`config.mk`:
```
export PLATFORM = sky130hd
export DESIGN_NAME = hack_boot_loader
export DESIGN_NICKNAME = d
export VERILOG_FILES = /design/src/rtl/hack_boot_loader.sv
export SDC_FILE = /design/constraint.sdc
export NUM_CORES = 1
export LEC_CHECK = 0
export BUFFER_PORTS_ARGS = -buffer_cell sky130_fd_sc_hd__buf_4
export CAP_MARGIN = 20
export CORE_ASPECT_RATIO = 0.6
export CORE_MARGIN = 8
export CORE_UTILIZATION = 50
export DETAILED_ROUTE_END_ITERATION = 16
export HOLD_SLACK_MARGIN = 0.08
export PLACE_DENSITY = 0.79
export SYNTH_ARGS = -nofsm -noshare
export SYNTH_HDL_FRONTEND = slang
export SYNTH_SLANG_ARGS = --single-unit
```
`constraint.sdc`:
```
create_clock -name clk -period 2.7 [get_ports clk]
set_input_delay 0.54 -clock clk [delete_from_list [all_inputs] [get_ports clk]]
set_output_delay 0.54 -clock clk [all_outputs]
set_load 0.05 [all_outputs]
```
`src/rtl/hack_boot_loader.sv`:
```
// Boot sequencer for the Hack CPU: receives a length-prefixed program image over a byte
// stream, writes it into instruction ROM, verifies an 8-bit checksum, then releases CPU reset.
module hack_boot_loader #(
   parameter int unsigned ROM_DEPTH = 32768,
   parameter bit          AUTO_BOOT = 1'b1
) (
   input  logic        clk,
   input  logic        reset_n,
   input  logic        start,
   input  logic [7:0]  in_data,
   input  logic        in_valid,
   output logic        in_ready,
   output logic        rom_we,
   output logic [14:0] rom_addr,
   output logic [15:0] rom_data,
   output logic        cpu_reset,
   output logic        busy,
   output logic        done,
   output logic        error,
   output logic [15:0] words_loaded
);

   localparam int unsigned BYTE_W = 8;
   localparam int unsigned ADDR_W = 15;
   localparam int unsigned WORD_W = 16;

   typedef enum logic [2:0] {
      ST_IDLE, ST_LEN_HI, ST_LEN_LO, ST_DATA_HI, ST_DATA_LO, ST_CSUM, ST_RUN, ST_ERROR
   } state_e;

   localparam state_e RESET_STATE = AUTO_BOOT ? ST_LEN_HI : ST_IDLE;

   state_e              state_q, state_d;
   logic [BYTE_W-1:0]   byte_hi_q, byte_hi_d;
   logic [BYTE_W-1:0]   sum_q, sum_d;
   logic [WORD_W-1:0]   len_q, len_d;
   logic [WORD_W-1:0]   wl_q, wl_d;
   logic                rom_we_q, rom_we_d;
   logic [ADDR_W-1:0]   rom_addr_q, rom_addr_d;
   logic [WORD_W-1:0]   rom_data_q, rom_data_d;
   logic                cpu_reset_q, cpu_reset_d;
   logic                busy_q, busy_d;
   logic                done_q, done_d;
   logic                error_q, error_d;
   logic                accept;

   assign in_ready = (state_q == ST_LEN_HI) || (state_q == ST_LEN_LO) ||
                     (state_q == ST_DATA_HI) || (state_q == ST_DATA_LO) ||
                     (state_q == ST_CSUM);
   assign accept   = in_valid && in_ready;

   // Next-state, datapath and registered status decode
   always_comb begin
      state_d     = state_q;
      byte_hi_d   = byte_hi_q;
      sum_d       = sum_q;
      len_d       = len_q;
      wl_d        = wl_q;
      rom_we_d    = 1'b0;
      rom_addr_d  = rom_addr_q;
      rom_data_d  = rom_data_q;
      cpu_reset_d = 1'b0;
      busy_d      = 1'b0;
      done_d      = 1'b0;
      error_d     = 1'b0;

      // Every accepted byte except the checksum itself feeds the running sum
      if (accept && (state_q != ST_CSUM)) begin
         sum_d = sum_q + in_data;
      end

      case (state_q)
         ST_IDLE, ST_RUN, ST_ERROR: begin
            if (start) begin
               state_d = ST_LEN_HI;
               sum_d   = '0;
               wl_d    = '0;
            end
         end
         ST_LEN_HI: begin
            if (accept) begin
               byte_hi_d = in_data;
               state_d   = ST_LEN_LO;
            end
         end
         ST_LEN_LO: begin
            if (accept) begin
               len_d = {byte_hi_q, in_data};
               if (32'(len_d) > ROM_DEPTH) begin
                  state_d = ST_ERROR;
               end else if (len_d == '0) begin
                  state_d = ST_CSUM;
               end else begin
                  state_d = ST_DATA_HI;
               end
            end
         end
         ST_DATA_HI: begin
            if (accept) begin
               byte_hi_d = in_data;
               state_d   = ST_DATA_LO;
            end
         end
         ST_DATA_LO: begin
            if (accept) begin
               rom_we_d   = 1'b1;
               rom_addr_d = wl_q[ADDR_W-1:0];
               rom_data_d = {byte_hi_q, in_data};
               wl_d       = wl_q + WORD_W'(1);
               state_d    = (wl_d == len_q) ? ST_CSUM : ST_DATA_HI;
            end
         end
         ST_CSUM: begin
            if (accept) begin
               state_d = (in_data == sum_q) ? ST_RUN : ST_ERROR;
            end
         end
         default: state_d = state_q;
      endcase

      case (state_d)
         ST_IDLE: ;
         ST_RUN:  done_d = 1'b1;
         ST_ERROR: begin
            cpu_reset_d = 1'b1;
            error_d     = 1'b1;
         end
         default: begin
            cpu_reset_d = 1'b1;
            busy_d      = 1'b1;
         end
      endcase
   end

   always_ff @(posedge clk or negedge reset_n) begin
      if (!reset_n) begin
         state_q     <= RESET_STATE;
         byte_hi_q   <= '0;
         sum_q       <= '0;
         len_q       <= '0;
         wl_q        <= '0;
         rom_we_q    <= 1'b0;
         rom_addr_q  <= '0;
         rom_data_q  <= '0;
         cpu_reset_q <= AUTO_BOOT;
         busy_q      <= AUTO_BOOT;
         done_q      <= 1'b0;
         error_q     <= 1'b0;
      end else begin
         state_q     <= state_d;
         byte_hi_q   <= byte_hi_d;
         sum_q       <= sum_d;
         len_q       <= len_d;
         wl_q        <= wl_d;
         rom_we_q    <= rom_we_d;
         rom_addr_q  <= rom_addr_d;
         rom_data_q  <= rom_data_d;
         cpu_reset_q <= cpu_reset_d;
         busy_q      <= busy_d;
         done_q      <= done_d;
         error_q     <= error_d;
      end
   end

   assign rom_we       = rom_we_q;
   assign rom_addr     = rom_addr_q;
   assign rom_data     = rom_data_q;
   assign cpu_reset    = cpu_reset_q;
   assign busy         = busy_q;
   assign done         = done_q;
   assign error        = error_q;
   assign words_loaded = wl_q;

endmodule

```
==> results.toml <==
[timing]
period_share_pct = 91.41
fmax_ghz = 0.4052
final_hold_viol_count = 0
layout_setup_ws_ns = 0.2318
setup_viol = 0
rsz0062_at_grt = "false"
worst_slew_pin_slew_ns = 0.8920
timing.final.max_slew_violations = 0
fin_crit_ns = 2.468
relSlewSlack_pct = 40.31
setup_tns_ns = 0
skew_ns = 0.01008

[synth]
ys.flop_type = "dfrtp_1"
syn_area_per_cell_sq_um = 9.544
netlist_instances = 460
async_reset_ff_share_pct = 100.0
synth_cell_types = 47
synth_area_sq_um = 4390
synth_edf_count = 0
yosys_warnings = 0
syn_nets = 481
ys_seq_area_share_pct = 49.67
synth-seq-cells = 87

[detailed_routing]
dr.pass1.iters = 5
drtAntennaViolNets = 0
via_per_inst = 5.507
vias = 3519
wl_per_cell_um = 16.92
drcViolationCount = 0
drtIter0Drc = 296
wl_mm = 10.81

[floorplan]
start_util_pct = 51.51
core-area_sq_um = 8523
rows = 26
pin_count = 65
die_area_sq_um = 12130
dieHeight_um = 88.59
dieWidth_um = 137.0

[job]
cap_violations = 0

[critical_path]
worst-setup-path-type = "flip-flop to flip-flop"
required_ns = 2.91
startpoint_type = "flip-flop"
setup.worst_path.start = "words_loaded[0]"
critPathArrivalTime_ns = 2.68
path_max_fanout = 9
critPathCaptureType = "flip-flop"
reg2reg_from = "words_loaded[0]"
rrSetupSlack_ns = 0.23

[layout]
final_common_cell = "nand2_1"
syn2layout_area_growth_pct = 22.34
final_nets = 543
stdcell_count = 639
diodes = 0
layout-drive-gt1-share_pct = 24.48
fill_cells = 703
final_core_util_pct = 63.02
final_cell_mix = "114 x nand2_1, 84 x dfrtp_1, 74 x buf_4"

[power_and_ir_drop]
ir_drop_uv = 650.6
cellPowerDensity_nw_per_um2 = 1103
leakagePower_uw = 0.002603

[global_routing]
grt_max_degree = 54
grt_pass1_vias = 3446
grt_overflow = 0
grt_usage_pct = 19.07
antenna_found_initial = 0
grt_pass1_wl_mm = 17.96

[placement]
dpl.hpwl_mm = 7.682
preCtsSetupSlack_ns = 0.1628
dp.cells = 623
port_buffers = 64
place_congestion = 0.9205

[clock_network]
h-tree-depth = 3
cts-root-buf = "clkbuf_16"
tritoncts = "built"
clkTransAtPathRegs_ns = 0.07
clock_latency_ns = 0.35
post_cts_buffers = 0
numClockSinks = 87
cts_buffers = 9
ctsLongestPathBuffers = 2

[outcome]
status = "finished, final reports clean"

[worst_hold_path]
hp-class = "input port to asynchronous set/reset pin"
## what timing repair did
action | 4_1_cts | 5_1_grt
endpoints found under the setup margin | 0 | 2
resized for setup | 0 | 1
hold buffers | 0 | 0
## power by group
| part | internal [uW] | leakage, uW | total [uW] | switching, uW |
|---|---|---|---|---|
| Sequential | 1730 | 0.00112 | 2140 | 414 |
| Clock | 917 | 0.000171 | 1470 | 553 |
| Combinational | 925 | 0.00131 | 2320 | 1390 |
| Total | 3570 | 0.00260 | 5930 | 2360 |
## final timing paths
path / endpoint / cells past startpoint
setup / recovery: state_q[1] / 8
hold / removal: rom_data[10] / 1
setup reg to reg: state_q[1] / 8
hold reg to reg: rom_addr[5] / 2
max in group asynchronous: cpu_reset / 2
min in group clk: rom_data[3] / 3
## cell families (layout without fill, tap and decap cells)
group                    count (synthesis)  in the layout  share of synthesized area (%)
adder cells (fa/ha/maj)                  9              9                          2.736
multiplexers                            34             34                          8.493
buffers and inverters                   28             95                          2.593
flip-flops                              87             87                          49.67
XOR/XNOR                                30             30                          5.985
AO/OA/AOI/OAI                           71             71                          9.547
AND/OR/NAND/NOR                        201            201                          20.98
## stage by stage
stage	instance area, sq um	power, uW	hold slack (ns)
floorplan	4390	3781	0.2444
global placement	5012	4361	0.4583
detailed placement	5012	4454	0.4645
CTS	5363	5940	0.1546
global route	5371	6266	0.1775
finish	5371	5927	0.1408
## state kept, by name, indices dropped and copies added (netlist names)
name / flops
sum_q: 8
cpu_reset: 1
byte_hi_q: 8
state_q: 3
rom_data: 16
len_q: 16
words_loaded: 16
error: 1
done: 1
busy: 1
rom_we: 1
rom_addr: 15
## routing by layer
| metal | global-route usage (%) | wire [um] | part of all wire [%] |
|---|---|---|---|
| met3 | 7.370 | 966 | 8.9 |
| met2 | 28.13 | 4761 | 44 |
| met5 | 0 | 0 | 0 |
| met4 | 4.118 | 90 | 0.83 |
| met1 | 26.00 | 4994 | 46 |
## critical path: stages, from the launching register on
cell,delay (ns)
dfrtp_1,0.50
ha_1,0.30
nand3_2,0.21
nor2_2,0.27
nand3_1,0.17
xnor2_1,0.17
a2111oi_2,0.25
nor4b_4,0.34
o22ai_1,0.11
## final cells by class
cell class                 count  area, sq um  share of cell area [%]
clock buffer                   9        225.2                   4.193
clock inverter                 7        125.1                   2.329
inverter                       4        15.01                  0.2795
multi-input combinational    345         2110                   39.27
sequential                    87         2181                   40.60
tap                          112        140.1                   2.609
timing repair buffer          75        575.6                   10.72
## Yosys cell counts, drive strengths merged, types with 2 or more instances
master / number / area [sq um]
o21ai: 32 / 160.2
dfstp: 3 / 78.83
a21o: 3 / 22.52
nand4: 4 / 25.02
buf: 9 / 42.54
o31ai: 6 / 45.04
mux2: 26 / 292.8
nand2: 114 / 427.9
xor2: 12 / 105.1
mux2i: 8 / 80.08
inv: 4 / 15.01
xnor2: 18 / 157.7
nand3b: 4 / 30.03
o21bai: 2 / 15.01
dfrtp: 84 / 2102
nor4b: 2 / 23.77
nor3: 9 / 61.31
nor2: 34 / 130.1
nor2b: 5 / 31.28
nor4: 5 / 31.28
a31oi: 3 / 18.77
and3: 3 / 18.77
nand3: 14 / 87.59
a21oi: 18 / 90.09
and2: 2 / 12.51
clkbuf: 15 / 56.30
ha: 8 / 100.1
(Power assumes the default switching activity.)
